===== src/rtl/tri_area_pkg.sv =====
// tri_area_pkg
// Shared definitions for the triangle-area scheduler: the controller state
// enum, default operand/result widths and the number of requesters.
// Ports: none (package).
package tri_area_pkg;

  // Controller states: wait for a request, iterate the multiply, hold the result
  typedef enum logic [1:0] {
    ST_IDLE = 2'd0,
    ST_MUL  = 2'd1,
    ST_DONE = 2'd2
  } tas_state_e;

  localparam int DEF_OP_W = 5;   // operand width
  localparam int DEF_Q_W  = 10;  // area quotient width (2*OP_W)
  localparam int DEF_R_W  = 2;   // area remainder width
  localparam int NUM_REQ  = 2;   // requesters sharing the engine

endpackage


===== src/rtl/tri_area_rr_arb.sv =====
// tri_area_rr_arb
// Two-input round-robin arbiter. The requester that did not win the most
// recent accept has priority when both request. After reset requester 0 wins.
// Ports:
//   clk, rst_n : clock, asynchronous active-low reset
//   req[1:0]   : request lines
//   accept     : the granted request was taken this cycle
//   grant[1:0] : one-hot grant (all zero when nobody requests)
module tri_area_rr_arb
  import tri_area_pkg::*;
(
  input  logic               clk,
  input  logic               rst_n,
  input  logic [NUM_REQ-1:0] req,
  input  logic               accept,
  output logic [NUM_REQ-1:0] grant
);

  // Index of the requester that won the last accept
  logic last_q;
  logic last_d;

  // Grant the single requester directly; on contention favour the one that
  // did not win last time. The pointer only moves when a grant is accepted,
  // so a requester dropping valid early just causes re-evaluation.
  always_comb begin
    grant  = req;
    last_d = last_q;
    if (req == 2'b11) begin
      grant = last_q ? 2'b01 : 2'b10;
    end
    if (accept) begin
      last_d = grant[1];
    end
  end

  // Reset to "requester 1 won last" so requester 0 goes first
  always_ff @(posedge clk or negedge rst_n) begin
    if (!rst_n) begin
      last_q <= 1'b1;
    end else begin
      last_q <= last_d;
    end
  end

endmodule


===== src/rtl/tri_area_sched.sv =====
// tri_area_sched
// Shares one iterative shift-add triangle-area engine between two requesters.
// Computes floor(num1*num2/2) and (num1*num2) mod 2 over OP_W MUL cycles.
// Optional feature macro: TRI_AREA_ZSKIP_EN -- a zero operand skips the
// multiply and goes straight to DONE with a zero result.
// Ports:
//   clk, rst_n                     : clock, asynchronous active-low reset
//   reqX_valid/reqX_num1/reqX_num2 : requester X operands (X = 0, 1)
//   reqX_ready                     : requester X accepted when valid & ready
//   rsp_valid/rsp_ready            : result handshake
//   rsp_id                         : requester owning the result
//   rsp_qarea, rsp_rarea           : area quotient and remainder
module tri_area_sched
  import tri_area_pkg::*;
#(
  parameter int OP_W = DEF_OP_W
) (
  input  logic                clk,
  input  logic                rst_n,
  input  logic                req0_valid,
  input  logic [OP_W-1:0]     req0_num1,
  input  logic [OP_W-1:0]     req0_num2,
  output logic                req0_ready,
  input  logic                req1_valid,
  input  logic [OP_W-1:0]     req1_num1,
  input  logic [OP_W-1:0]     req1_num2,
  output logic                req1_ready,
  output logic                rsp_valid,
  input  logic                rsp_ready,
  output logic                rsp_id,
  output logic [2*OP_W-1:0]   rsp_qarea,
  output logic [DEF_R_W-1:0]  rsp_rarea
);

  localparam int Q_W   = 2 * OP_W;
  localparam int CNT_W = (OP_W > 1) ? $clog2(OP_W) : 1;
  localparam logic [CNT_W-1:0] CNT_LAST = CNT_W'(OP_W - 1);

  tas_state_e          state_q, state_d;
  logic [OP_W-1:0]     num1_q, num1_d;
  logic [OP_W-1:0]     num2_q, num2_d;
  logic                id_q, id_d;
  logic [Q_W-1:0]      acc_q, acc_d;
  logic [CNT_W-1:0]    cnt_q, cnt_d;
  logic                rsp_valid_q, rsp_valid_d;
  logic                rsp_id_q, rsp_id_d;
  logic [Q_W-1:0]      rsp_qarea_q, rsp_qarea_d;
  logic [DEF_R_W-1:0]  rsp_rarea_q, rsp_rarea_d;

  logic [NUM_REQ-1:0]  grant;
  logic                in_idle;
  logic                accept;
  logic [OP_W-1:0]     sel_num1;
  logic [OP_W-1:0]     sel_num2;
  logic [Q_W-1:0]      acc_next;

  tri_area_rr_arb u_arb (
    .clk    (clk),
    .rst_n  (rst_n),
    .req    ({req1_valid, req0_valid}),
    .accept (accept),
    .grant  (grant)
  );

  // Ready is only offered in IDLE, and is forced low while reset is held
  assign in_idle    = (state_q == ST_IDLE);
  assign req0_ready = rst_n & in_idle & grant[0];
  assign req1_ready = rst_n & in_idle & grant[1];
  assign accept     = (req0_ready & req0_valid) | (req1_ready & req1_valid);
  assign sel_num1   = grant[1] ? req1_num1 : req0_num1;
  assign sel_num2   = grant[1] ? req1_num2 : req0_num2;

  // One shift-add step: add num2<<cnt when bit cnt of num1 is set
  assign acc_next = num1_q[cnt_q] ? (acc_q + (Q_W'(num2_q) << cnt_q)) : acc_q;

  // Next-state logic for the controller, the datapath and the result registers.
  // The result is loaded on the final MUL step so the outputs are registered.
  always_comb begin
    state_d     = state_q;
    num1_d      = num1_q;
    num2_d      = num2_q;
    id_d        = id_q;
    acc_d       = acc_q;
    cnt_d       = cnt_q;
    rsp_valid_d = rsp_valid_q;
    rsp_id_d    = rsp_id_q;
    rsp_qarea_d = rsp_qarea_q;
    rsp_rarea_d = rsp_rarea_q;
    case (state_q)
      ST_IDLE: begin
        if (accept) begin
          num1_d  = sel_num1;
          num2_d  = sel_num2;
          id_d    = grant[1];
          acc_d   = '0;
          cnt_d   = '0;
          state_d = ST_MUL;
`ifdef TRI_AREA_ZSKIP_EN
          if ((sel_num1 == '0) || (sel_num2 == '0)) begin
            state_d     = ST_DONE;
            rsp_valid_d = 1'b1;
            rsp_id_d    = grant[1];
            rsp_qarea_d = '0;
            rsp_rarea_d = '0;
          end
`else
          state_d = ST_MUL;
`endif
        end
      end
      ST_MUL: begin
        acc_d = acc_next;
        cnt_d = cnt_q + 1'b1;
        if (cnt_q == CNT_LAST) begin
          state_d     = ST_DONE;
          rsp_valid_d = 1'b1;
          rsp_id_d    = id_q;
          rsp_qarea_d = acc_next >> 1;
          rsp_rarea_d = {1'b0, acc_next[0]};
        end
      end
      ST_DONE: begin
        if (rsp_ready) begin
          state_d     = ST_IDLE;
          rsp_valid_d = 1'b0;
        end
      end
      default: begin
        state_d = ST_IDLE;
      end
    endcase
  end

  // All controller and datapath state; reset discards any in-flight request
  always_ff @(posedge clk or negedge rst_n) begin
    if (!rst_n) begin
      state_q     <= ST_IDLE;
      num1_q      <= '0;
      num2_q      <= '0;
      id_q        <= 1'b0;
      acc_q       <= '0;
      cnt_q       <= '0;
      rsp_valid_q <= 1'b0;
      rsp_id_q    <= 1'b0;
      rsp_qarea_q <= '0;
      rsp_rarea_q <= '0;
    end else begin
      state_q     <= state_d;
      num1_q      <= num1_d;
      num2_q      <= num2_d;
      id_q        <= id_d;
      acc_q       <= acc_d;
      cnt_q       <= cnt_d;
      rsp_valid_q <= rsp_valid_d;
      rsp_id_q    <= rsp_id_d;
      rsp_qarea_q <= rsp_qarea_d;
      rsp_rarea_q <= rsp_rarea_d;
    end
  end

  assign rsp_valid = rsp_valid_q;
  assign rsp_id    = rsp_id_q;
  assign rsp_qarea = rsp_qarea_q;
  assign rsp_rarea = rsp_rarea_q;

endmodule


===== config.mk =====
export PLATFORM = sky130hd
export DESIGN_NAME = tri_area_sched
export DESIGN_NICKNAME = d
export VERILOG_FILES = /design/src/rtl/tri_area_pkg.sv /design/src/rtl/tri_area_rr_arb.sv /design/src/rtl/tri_area_sched.sv
export SDC_FILE = /design/constraint.sdc
export NUM_CORES = 1
export LEC_CHECK = 0
export CAP_MARGIN = 20
export CORE_MARGIN = 5
export CORE_UTILIZATION = 57
export DETAILED_ROUTE_END_ITERATION = 6
export PLACE_DENSITY_LB_ADDON = 0.3
export SYNTH_ARGS = -nofsm -noshare
export SYNTH_HDL_FRONTEND = slang
export SYNTH_SLANG_ARGS = --single-unit

===== constraint.sdc =====
create_clock -name clk -period 6.14 [get_ports clk]
set_input_delay 0.614 -clock clk [delete_from_list [all_inputs] [get_ports clk]]
set_output_delay 0.614 -clock clk [all_outputs]
set_load 0.03 [all_outputs]

Word level (Yosys, flattened, before mapping)
Index checks and enable logic that the tools add are counted.
{ "classes": {"n_addsub": 2, "order_cmp": 1, "n_eq_ne": 7, "shifts": 1, "mux": 18, "bitwise_logic": 6, "n_reduce_logical": 8} }
{ "ops": {"columns": ["cell", "count"], "rows": [
  ["2-to-1 mux 10 bit", 2],
  ["one-hot mux 10 bit (2 select lines)", 1],
  ["adder 10 bit", 1],
  ["2-to-1 mux 2 bit", 5],
  ["2-to-1 mux 5 bit", 2],
  ["left shift 5 x 3 -> 10 bit", 1],
  ["one-hot mux 2 bit (3 select lines)", 1],
  ["one-hot mux 3 bit (2 select lines)", 1],
  ["AND reduction 2 bit", 3],
  ["AND reduction 3 bit", 2],
  ["AND 1 bit", 5],
  ["== test 2 bit (second input constant)", 2],
  ["< comparator 3 x 4 -> 1 bit (second input constant)", 1],
  ["!= test 2 bit (second input constant)", 2],
  ["nonzero test 2 bit", 2],
  ["adder 3 x 1 -> 3 bit (second input constant)", 1],
  ["binary-select mux 1 bit (select 3 bit)", 1],
  ["== test 3 bit (second input constant)", 1],
  ["2-to-1 mux 1 bit", 3],
  ["2-to-1 mux 3 bit", 1],
  ["== test 2 x 1 -> 1 bit (second input constant)", 1],
  ["zero test 2 bit", 1],
  ["!= test 2 x 1 -> 1 bit (second input constant)", 1],
  ["one-hot mux 1 bit (2 select lines)", 1],
  ["bitwise OR 1 bit", 1]
]} }
{ "word_totals": {"ff_bits": 39, "inputBits": 25, "output_inout_bits": 16, "wordCells": 54} }

Longest topological paths before layout
Gate-level depths: netlist of run 1.
{ "logic_depth": {"ltp_word": 7, "depth_mapped": 13, "ltp_nobuf": 12} }

Cells and area by module
From an unflattened synthesis of run 1, not the netlist that was laid out.
{ "hier_totals": {"hier_cells": 250, "area_unflattened_um2": 2403.6} }
{ "by_module_without_submodules": {"columns": ["module", "n_inst", "cells_per_inst", "area_per_inst_um2", "seq_area_each_um2"], "rows": [
  ["tri_area_sched", 1, 245, 2339.7, 950.9],
  ["tri_area_rr_arb", 1, 5, 63.8, 26.3]
]} }

Worst setup path before layout of run 1
No wires, ideal clock.
{ "synth_path": {"path_kind": "register -> register", "startpoint": "reg cnt_q[2]", "endpoint": "reg rsp_qarea_q[7], in the netlist rsp_qarea[7]", "setup_ns": 0.129, "t_arrival_ns": 2.462, "required_time_ns": 6.011, "path_slack_ns": 3.549, "stages_incl_launch_ff": 12, "path_buffers": 1, "period_less_slack_ns": 2.591, "cell_sequence": "dfrtp_1 > buf_2 > inv_1 > and3_1 > ha_1 > fa_1 > a21o_1 > a21o_1 > a41o_1 > a21oi_1 > xor2_1 > o21ai_0"} }
{ "synth_via": {"elab_chain_cells": 3, "word_cells_on_any_way": 7, "cone_classes": "add/sub (1); eq/ne (1); shift (1); mux (3); reduce/logical (1)"} }
{ "synth_lines": {"columns": ["element", "line_no", "text"], "rows": [
  ["start, declared", "tri_area_sched.sv:44", "logic [CNT_W-1:0] cnt_q, cnt_d;"],
  ["start signal, assigned", "tri_area_sched.sv:153", "cnt_q <= cnt_d;"],
  ["left shift 5 x 3 -> 10 bit / binary-select mux 1 bit (select 3 bit) (equally long branches)", "tri_area_sched.sv:74", "assign acc_next = num1_q[cnt_q] ? (acc_q + (Q_W'(num2_q) << cnt_q)) : acc_q;"],
  ["adder 10 bit / 2-to-1 mux 1 bit (equally long branches)", "tri_area_sched.sv:74", null],
  ["2-to-1 mux 10 bit", "tri_area_sched.sv:74", null],
  ["end signal, assigned", "tri_area_sched.sv:156", "rsp_qarea_q <= rsp_qarea_d;"],
  ["end, declared", "tri_area_sched.sv:47", "logic [Q_W-1:0] rsp_qarea_q, rsp_qarea_d;"]
]} }
Several ways; a longest one is shown, not always the timed one. The select of a mux whose other input is x is not followed.
A chain may end at the register's enable or synchronous reset.

Final worst setup path of run 1
{ "layout_path": {"startpoint": "in req1_valid", "endpoint": "out req1_ready"} }
{ "layout_via": {"elab_chain_cells": 3} }
{ "layout_lines": {"columns": ["element", "line_no", "text"], "rows": [
  ["start, declared", "tri_area_sched.sv:24", "input logic req1_valid,"],
  ["== test 2 bit", "tri_area_rr_arb.sv:29", "if (req == 2'b11) begin"],
  ["2-to-1 mux 2 bit *", "tri_area_rr_arb.sv:29", null],
  ["AND 1 bit *", "tri_area_sched.sv:68", "assign req1_ready = rst_n & in_idle & grant[1];"],
  ["end, declared", "tri_area_sched.sv:27", "output logic req1_ready,"]
]} }
Every way passes the cells marked *; elsewhere a longest branch is shown, timed or not.

==> qor.yml, run 1 <==
crit_arrival_ns: 2.39
core_um2: 4000
fin_crit_ns: 3.01
wire_per_inst_um: 14.8
fin_crit_sh: 0.489
path_cells: "clkdlybuf4s50_1 > a21boi_1 > buf_4 > and2_1 > clkdlybuf4s50_1"
powerDensity_nw_per_um2: 576
p_leak_nw: 1.32
cp_max_fo: 11
syn_to_final_growth_pct: 19.9
die_h_um: 74.1
die_area_um2: 5490
ir_worst_vdd_mv: 0.294
final_area_um2: 2810
worstMarginPinSlew_ns: 1.02
root_buffer: "clkbuf_8"
rows: 23
finalNetCount: 324
critPathLaunchType: "primary input"
synth_flop_cell: "dfrtp_1"
antenna_found_initial: 0
h-tree-depth: 2
max_stage_delay_ns: 0.68
cts_buffer_depth: 2
track_usage: 0.198
drv_slew: 0
drc: 0
cts_tree: "yes"
placed_area_um2: 2720
cts-resized-gates: 0
finClkSkew_ns: 0.0102
place_congestion: 0.884
hold_class: "in -> async"
cp-end-kind: "output port"
cts_sinks: 39
initialDrtViolationCount: 101
portBuffers: 38
yosys_warnings: 0
synthDistinctLibCells: 43
syn_avg_cell_area_um2: 9.30
synth-edff-count: 0
ios: 41
maxCapViolCount: 0
synthCells: 252
setup_viol: 0
grt_max_degree: 41
fillers: 325
insertion_delay_ns: 0.30
rsz0062_at_grt: "false"
ctsHoldBuffers: 0
crit_required_ns: 5.53
die_w_um: 74.1
multiInputGateArea_um2: 1260
final_cell_mix: "dfrtp_1 (38), clkdlybuf4s50_1 (37), nand2_1 (32)"
drive_above_1_share: 0.0694
cts_setup_buffers: 0
clkTransAtPathRegs_ns: 0.08
numCtsBuffers: 5
finalPower_mw: 1.62
start_util: 0.586
slowest_stage: "clkdlybuf4s50_1"
drtPass1Iterations: 4
path_class: "in -> out"
syn_area_um2: 2340
wl_mm: 4.99
timing.fmax_mhz: 333
relSlewSlack: 0.322
hpwl_mm: 3.60
timing.hold.ws_ns: 0.365
final_common_cell: "dfrtp_1"
status: "finished, final reports clean"
ff_latch_area_um2: 977
yosysSeqAreaShare: 0.417
overflow: 0
synthArstFlopShare: 1.00
diodes: 0
first_global_vias: 1839
synth-seq-cells: 39
finalHoldViolCount: 0
grt_pass1_wl_mm: 8.28
ant_nets: 0
setup_tns_ns: 0
via_count: 1912
viasPerCell: 5.66
crit_top_cell: "clkdlybuf4s50_1"
## Yosys cell counts (all sizes together), types with 5 or more instances
cell    instances  area share
a21o           11       0.035
a21oi          25       0.055
buf             9       0.028
clkbuf          5      0.0080
dfrtp          38        0.41
ha             11       0.059
inv             6      0.0096
mux2i          17       0.073
nand2          32       0.051
nand3           5       0.011
nor2           24       0.038
o21ai          18       0.045
## final timing paths
kind,slack [ns],depth (start not counted),to,start
max in group asynchronous,5.42,2,u_arb.last_q,rst_n
min in group clk,0.48,2,rsp_id,id_q
max reg2reg,3.17,10,acc_q[8],cnt_q[2]
max,3.13,5,req1_ready,req1_valid
min,0.37,2,cnt_q[2],rst_n
min reg2reg,0.48,2,rsp_id,id_q
## worst max-delay path: cells and delay by family
family | cells | cell delay (ns)
buffers and inverters | 3 | 1.41
AND/OR/NAND/NOR | 1 | 0.19
AO/OA/AOI/OAI | 1 | 0.17
## layer usage
metal,up-vias,share of wire,GRT usage
met4,0,0.015,0.0905
met1,890,0.46,0.262
met5,-,0,0
li1,957,-,-
met3,8,0.055,0.0419
met2,57,0.47,0.313
## cell families (layout without fill, tap and decap cells)
logic type	after synthesis	count (layout)	synth area share
AO/OA/AOI/OAI	72	72	0.199
flip-flops	39	39	0.417
multiplexers	18	18	0.0774
adder cells (fa/ha/maj)	12	12	0.0673
AND/OR/NAND/NOR	82	82	0.162
buffers and inverters	20	55	0.0454
XOR/XNOR	8	8	0.0299
other	1	2	0.00160
## sequential cells by signal, indices dropped and copies added (netlist names)
register and cells:
rsp_rarea 1, u_arb.last_q 1, rsp_qarea 9, num2_q 5, state_q 2, num1_q 5, acc_q 10, rsp_valid 1
rsp_id 1, cnt_q 3, id_q 1
## stage by stage
stage                     std cells  setup slack, ns   util
after floorplan                 253             3.55      -
after global placement          330             3.16  0.681
after detailed placement        330             3.13  0.681
after CTS                       338             3.13  0.702
after global routing            338             2.99  0.702
final                           338             3.13  0.702
## cell type report
type / count / area share
flip-flops and latches: 39 / 0.348
well taps: 50 / 0.0223
multi-input cells: 194 / 0.450
clock inverters: 2 / 0.00445
inverters: 6 / 0.00802
clock buffers: 6 / 0.0258
repair buffers: 41 / 0.142
## where the power goes
group          internal (mW)  switching, mW  leakage [nW]
sequential             0.374          0.117         0.475
combinational          0.399          0.558         0.800
clock                 0.0794         0.0906        0.0412
total                  0.853          0.765          1.32
Power figures use the tool's default switching activity.
==> run 2: changes to the inputs <==
CORE_UTILIZATION = 53   (was 57)
clock period = 3.1 ns   (was 6.14 ns; I/O delays follow)
==> qor.yml, run 2 (synthesis gave the netlist of run 1 again) <==
placed_area_um2: 2760  # +1.2%
cts_sinks: 39  # unchanged
final_area_um2: 2870  # +2.3%
p_leak_nw: 1.36  # +3.0%
relSlewSlack: 0.642  # +0.320
cts_buffer_depth: 2  # unchanged
hold_class: "in -> async"
drc: 0  # unchanged
final_common_cell: "dfrtp_1"
timing.fmax_mhz: 352
rows: 24  # +4.3%
post-route-util: 0.665  # -0.0376
antenna_found_initial: 0  # unchanged
clkTransAtPathRegs_ns: 0.08  # about the same
cts_setup_buffers: 0  # unchanged
worstMarginPinSlew_ns: 0.537  # -0.480 ns
crit_top_cell: "a21o_1"
ff2ff_path_depth: 10  # unchanged
ios: 41  # unchanged
maxCapViolCount: 0  # unchanged
numCtsBuffers: 5  # unchanged
core_um2: 4320  # +8.1%
setup_tns_ns: 0  # unchanged
grt_pass1_wl_mm: 8.87  # +7.2%
ant_nets: 0  # unchanged
place_congestion: 0.893  # +0.96%
insertion_delay_ns: 0.29  # about the same
hpwl_mm: 3.86  # +7.1%
wl_mm: 4.96  # -0.64%
portBuffers: 38  # unchanged
initialDrtViolationCount: 81  # -20%
endpoint: "rsp_qarea[7]"
finalNetCount: 328  # +1.2%
diodes: 0  # unchanged
path_class: "reg -> reg"
fin_crit_ns: 2.84
first_global_vias: 1917  # +4.2%
grt_max_degree: 40  # -2.4%
cts_tree: "yes"
cp_max_fo: 15  # +4
overflow: 0  # unchanged
finClkSkew_ns: 0.00837  # -0.00178 ns
ctsHoldBuffers: 0  # unchanged
start_util: 0.542  # -0.0439
path_cells: "nor2_1 > and3_1 > ha_1 > fa_1 > a21o_1 > a21o_1 > a41o_1 > a21oi_1 > xor2_1 > o21ai_0"
status: "finished, final reports clean"
rsz0062_at_grt: "false"
crit_required_ns: 3.28  # -2.25 ns
setup_viol: 0  # unchanged
die_area_um2: 5850  # +6.5%
finalHoldViolCount: 0  # unchanged
cts-resized-gates: 0  # unchanged
track_usage: 0.180  # -0.0178
largest_reg_flops: 10  # unchanged
max_stage_delay_ns: 0.62  # -0.06 ns
r2r-start: "cnt_q[0]"
syn_to_final_growth_pct: 22.6
drive_above_1_share: 0.0856  # +0.0162
die_w_um: 76.5  # +3.2%
via_count: 1915  # +0.16%
critPathLaunch: "cnt_q[0]"
fin_crit_sh: 0.916
viasPerCell: 5.57  # -1.6%
reg2reg_slack_ns: 0.26  # -2.91 ns
regMostFlops: "acc_q"
drv_slew: 0  # unchanged
final_cell_mix: "dfrtp_1 (38), clkdlybuf4s50_1 (37), nand2_1 (32)"
wire_per_inst_um: 14.4  # -2.4%
powerDensity_nw_per_um2: 1170  # +100%
crit_arrival_ns: 3.02  # +0.63 ns
die_h_um: 76.5  # +3.2%
cp-end-kind: "flop"
critPathLaunchType: "flop"
r2r_end: "rsp_qarea[7]"
ir_worst_vdd_mv: 0.537  # +83%
drtPass1Iterations: 4  # unchanged
h-tree-depth: 2  # unchanged
slowest_stage: "dfrtp_1"
root_buffer: "clkbuf_8"
run 2: layout make-up:
type,instances,area [µm²]
Fill cell,384,1450
Multi-Input combinational cell,194,1260
Sequential cell,39,977
Timing Repair Buffer,45,428
Clock buffer,6,82.6
Tap cell,52,65.1
Clock inverter,2,35.0
Inverter,6,22.5
run 2: layer usage:
metal	vias up	GRT usage	wire (µm)
met5	-	0	0
met4	0	0.0437	50
met3	4	0.0296	303
met2	53	0.312	2440
met1	894	0.235	2160
li1	964	-	-
run 2: worst min path at each step:
stage               start  slack [ns]  cells after the start        end
CTS                 rst_n        0.14                      2   acc_q[0]
global placement    rst_n        0.45                      2  num2_q[4]
global route        rst_n        0.17                      2   acc_q[0]
floorplan           rst_n        0.01                      0   acc_q[0]
detailed placement  rst_n        0.45                      2  num2_q[4]
finish              rst_n        0.11                      2   acc_q[0]
run 2: worst max-delay path: cells and delay by family (launching register included):
family                     cells  cell delay [ns]
AOI/OAI and AO/OA              5             0.91
DFF                            1             0.62
adders and majority gates      2             0.61
and+or+nand+nor                2             0.39
xor gates and xnor gates       1             0.20
run 2: report_power, final:
group / switching, mW / total [mW] / leakage [nW] / internal [mW]
Sequential: 0.206 / 0.947 / 0.475 / 0.741
Combinational: 1.15 / 1.98 / 0.820 / 0.831
Clock: 0.176 / 0.436 / 0.0612 / 0.260
run 2: per-stage QoR:
stage	std cells	total power, mW	setup WS (ns)	hold slack [ns]
after floorplan	253	2.43	0.509	0.0144
after global placement	336	2.86	0.329	0.450
after detailed placement	336	2.94	0.266	0.454
after CTS	344	3.38	0.266	0.141
after global routing	344	3.66	0.0640	0.167
final	344	3.37	0.259	0.112
==> run 3: changes to the inputs <==
CORE_UTILIZATION = 35   (was 53)
GPL_TIMING_DRIVEN = 0   (was not set)
PLACE_DENSITY_LB_ADDON = 0.08   (was 0.3)
==> qor.yml, run 3 (synthesis gave the netlist of run 1 again) <==
status: "finished, final reports clean"
drc: 0  # unchanged
maxCapViolCount: 0  # unchanged
ios: 41  # unchanged
placed_area_um2: 2850  # +3.3%
initialDrtViolationCount: 98  # +21%
wire_per_inst_um: 14.5  # +0.52%
via_count: 1939  # +1.3%
fillers: 624  # +63%
die_w_um: 91.8  # +20%
die_area_um2: 8430  # +44%
track_usage: 0.132  # -0.0483
grt_max_degree: 23  # -43%
crit_required_ns: 3.26  # -0.02 ns
cts_tree: "yes"
cts_sinks: 39  # unchanged
diodes: 0  # unchanged
drv_slew: 0  # unchanged
path_cells: "buf_2 > inv_1 > and3_1 > ha_1 > fa_1 > a21o_1 > a21o_1 > a41o_1 > a21oi_1 > xor2_1 > o21ai_0"
viasPerCell: 5.12  # -8.1%
hold_class: "in -> async"
finClkSkew_ns: 0.00601  # -0.00237 ns
portBuffers: 38  # unchanged
worstMarginPinSlew_ns: 0.524  # -0.0125 ns
wl_mm: 5.49  # +11%
crit_top_cell: "a21o_1"
overflow: 0  # unchanged
powerDensity_nw_per_um2: 1120  # -4.4%
r2r-start: "cnt_q[2]"
critPathLaunchType: "flop"
largest_reg_flops: 10  # unchanged
place_inst: 369  # +9.8%
hpwl_mm: 4.18  # +8.3%
p_leak_nw: 1.37  # +1.1%
timing.fmax_mhz: 346  # -1.7%
drtPass1Iterations: 4  # unchanged
reg2reg_slack_ns: 0.21  # -0.05 ns
fin_crit_sh: 0.933  # +0.0162
first_global_vias: 1842  # -3.9%
final_common_cell: "dfrtp_1"
final_cell_mix: "dfrtp_1 (38), clkdlybuf4s50_1 (37), nand2_1 (32)"
setup_viol: 0  # unchanged
ff2ff_path_depth: 11  # +1
syn_to_final_growth_pct: 25.8
final_area_um2: 2950  # +2.6%
clkTransAtPathRegs_ns: 0.07  # about the same
critPathTopFamily: "compound AO/OA/AOI/OAI gates"
post-route-util: 0.459  # -0.205
finalHoldViolCount: 0  # unchanged
start_util: 0.365  # -0.177
relSlewSlack: 0.650  # +0.00835
cts_setup_buffers: 0  # unchanged
rows: 29  # +21%
cts_buffer_depth: 2  # unchanged
grt_pass1_wl_mm: 8.95  # +0.86%
die_h_um: 91.8  # +20%
drive_above_1_share: 0.0828  # -0.00283
insertion_delay_ns: 0.28  # about the same
place_congestion: 0.797  # -11%
core_um2: 6420  # +49%
crit_arrival_ns: 3.05  # +0.03 ns
h-tree-depth: 2  # unchanged
layoutNonFillerInstCount: 379  # +10%
cp_num_buf_inv: 2  # +2
cp_max_fo: 10  # -5
finalNetCount: 338  # +3.0%
r2r_end: "rsp_qarea[7]"
slowest_stage: "dfrtp_1"
ir_worst_vdd_mv: 0.459  # -15%
numCtsBuffers: 5  # unchanged
critPathLaunch: "cnt_q[2]"
max_stage_delay_ns: 0.44  # -0.18 ns
ant_nets: 0  # unchanged
cp-end-kind: "flop"
regMostFlops: "acc_q"
fin_crit_ns: 2.89  # +0.0501 ns
rsz0062_at_grt: "false"
root_buffer: "clkbuf_8"
path_class: "reg -> reg"
antenna_found_initial: 0  # unchanged
## run 3: cell types whose count changed in the layout (fill, tap and decap cells not counted)
cell and change:
clkbuf_1 +8, buf_4 -4, buf_2 +3, buf_6 +2, dlygate4sd3_1 +2, a21boi_0 +1, a21boi_1 -1, buf_16 +1
bufinv_16 -1, clkbuf_4 +1, clkbuf_8 -1, clkinv_2 -1
## run 3: timing repair
| item | in CTS | in global routing |
|---|---|---|
| hold buffers | 2 | 0 |
| setup endpoints to repair | 0 | 2 |
| gates resized for setup | 0 | 1 |
| hold endpoints to repair | 6 | 0 |
## run 3: how the worst max path moves through the flow
stage | slack [ns] | cells after the start | endpoint
floorplan | 0.51 | 11 | rsp_qarea[7]
global placement | -0.83 | 5 | req0_ready
detailed placement | 0.24 | 11 | rsp_qarea[7]
CTS | 0.06 | 7 | req0_ready
global route | 0.02 | 11 | rsp_qarea[7]
finish | 0.21 | 11 | rsp_qarea[7]
## run 3: metal layers
layer | share of wire | wire length [µm] | track usage | vias to the layer above
li1 | - | - | - | 988
met1 | 0.50 | 2740 | 0.184 | 914
met2 | 0.45 | 2480 | 0.206 | 35
met3 | 0.045 | 248 | 0.0295 | 2
met4 | 0.0053 | 29 | 0.0371 | 0
met5 | 0 | 0 | 0 | -
## run 3: layout make-up
| type | count | area (µm²) | share of cell area |
|---|---|---|---|
| multi-input cells | 194 | 1260 | 0.429 |
| flip-flops and latches | 39 | 977 | 0.331 |
| repair buffers | 41 | 425 | 0.144 |
| well taps | 77 | 96.3 | 0.0327 |
| plain buffers | 14 | 83.8 | 0.0284 |
| clock buffers | 8 | 80.1 | 0.0272 |
| inverters | 6 | 22.5 | 0.00764 |
## run 3: metrics by stage
stage	power, mW	TNS, ns	setup slack (ns)	hold WS (ns)
global placement	2.99	-16.39	-0.831	0.453
floorplan	2.43	0	0.509	0.0144
finish	3.30	0	0.209	0.461
global route	3.60	0	0.0228	0.464
detailed placement	3.00	0	0.235	0.306
CTS	3.34	0	0.0555	0.473
## run 3: worst reg2reg max path: stages (launching register included)
cell	delay, ns
dfrtp_1	0.44
buf_2	0.24
inv_1	0.15
and3_1	0.18
ha_1	0.20
fa_1	0.41
a21o_1	0.17
a21o_1	0.21
a41o_1	0.24
a21oi_1	0.18
xor2_1	0.22
o21ai_0	0.12
## run 3: where the power goes
group          internal [mW]  switching [mW]  total (mW)
combinational          0.867            1.19        2.06
sequential             0.742           0.176       0.918
clock                  0.160           0.166       0.326
total                   1.77            1.53        3.30
==> variant, RTL diff (settings of run 3) <==
Add a define of `TRI_AREA_ZSKIP_EN`.
--- a/src/rtl/tri_area_sched.sv
+++ b/src/rtl/tri_area_sched.sv
@@ -11,4 +11,6 @@
 //   rsp_id                         : requester owning the result
 //   rsp_qarea, rsp_rarea           : area quotient and remainder
+`define TRI_AREA_ZSKIP_EN
+
 module tri_area_sched
   import tri_area_pkg::*;
Formal check against the unedited RTL: not equivalent (a bounded check fails within 4 cycles, from zero or initial values and one cycle with rst_n low).
==> variant against run 3 <==
Sequential cell count unchanged; final area is 4.9% higher; area after synthesis increased by 5.4%; setup slack got worse by 0.052 ns; clock power rose by 10%; power about the same; routed wire length grew 11%; critical path type is now in2out; largest power group unchanged.
==> variant: results (changes against run 3) <==
* M3 GR Usage at 3.125% (was 2.946%)
* DR vias/cell at 5.066 (was 5.116)
* Outcome: finished clean (unchanged)
* Comb_multi_in at 202 (was 194)
* Worst path slowest cell: clkdlybuf4s50_1 (was dfrtp_1)
* Post-Place Cells at 400 (was 369)
* Post-synthesis sequential area ratio at 39.56% (was 41.70%)
* Synth area leaders: dfrtp_1 39%, mux2i_1 7.7%, ha_1 5.6% (was dfrtp_1 41%, mux2i_1 7.3%, ha_1 5.9%)
* Clock buf/inv share at 2.872% (was 2.715%)
* Crit path max-delay family: buffers and inverters (was compound AO/OA/AOI/OAI gates)
* Non-clk invs at 10 (was 6)
* Maximum number of pins on one net before global-route repair at 26 (was 23)
* Worst skew pair latency at 0.31 ns (was 0.28 ns)
* Post-synthesis cell type count at 55 (was 43)
* Met2 Use GR at 24.48% (was 20.63%)
* Met1 Routed Length at 2.859 mm (was 2.739 mm)
* Multi-input gate share of total cell area at 44.54% (was 42.85%)
* All-Layer GR Usage at 14.98% (was 13.21%)
* Fraction of area in registers at 31.59% (was 33.14%)
* Met1 Use GR at 19.63% (was 18.42%)
* Rel. slew slack at 53.36% (was 65.04%)
* Reg-to-reg endpoint: acc_q[9] (was rsp_qarea[7])
* Leakage power at 0.001346 uW (was 0.001371 uW)
* Fin Hold WS at 0.04087 ns (was 0.4609 ns)
* # Taps at 96 (was 77)
* Detailed placement HPWL at 4.785 mm (was 4.180 mm)
* R2R Path Start: cnt_q[0] (was cnt_q[2])
* Area growth syn-to-layout at 25.23% (was 25.84%)
* Critical Path Max Stage Delay at 0.66 ns (was 0.44 ns)
* Placer Congestion at 0.7995 (was 0.7971)
* DR WL met3 at 206 um (was 248 um)
* Synth cell count leaders: 38 x dfrtp_1, 25 x nor2_1, 22 x nand2_1, 19 x a21oi_1, 19 x mux2i_1 (was 38 x dfrtp_1, 32 x nand2_1, 24 x a21oi_1, 24 x nor2_1, 17 x mux2i_1)
* First-pass GRT wire length at 10.26 mm (was 8.949 mm)
* First drt pass iteration count at 5 (was 4)
* Nonclk buf count at 54 (was 55)
* 1st-iter DRT viols at 64 (was 98)
* Share of layout cells above drive strength 1 at 10.54% (was 8.278%)
* Clock buffer count at 5 (was 8)
* Placed inst area at 2989 um^2 (was 2846 um^2)
* Filler cells at 708 (was 624)
* WL/cell at 14.93 um (was 14.49 um)
* Vias at 2072 (was 1939)
* Met2 wire length at 2.953 mm (was 2.476 mm)
[variant: kinds of logic (layout without fill, tap and decap cells)]
kind of cell	Yosys count	in the layout	share of synthesized area, %
multiplexers	22	22	9.068
XOR/XNOR	5	5	1.773
AO/OA/AOI/OAI	82	82	22.59
flip-flops	39	39	39.56
adder cells (fa/ha/maj)	12	12	6.383
AND/OR/NAND/NOR	79	79	15.65
buffers and inverters	24	72	4.813
other	1	2	0.1518
[variant: worst max path at each step]
stage,startpoint,end,slack [ns],cells after the start
finish,req1_valid,req1_ready,0.16,5
floorplan,cnt_q[0],acc_q[9],0.37,11
global placement,rst_n,req0_ready,-1.08,6
CTS,cnt_q[0],acc_q[9],0.07,11
detailed placement,cnt_q[0],acc_q[9],0.06,11
global route,cnt_q[0],acc_q[9],0.001,11
[variant: repair_timing]
item                       in CTS  in global routing
resized for setup               0                  3
hold buffers                    1                  0
buffers inserted                0                  0
hold endpoints to repair       14                  0
setup endpoints to repair       0                  7
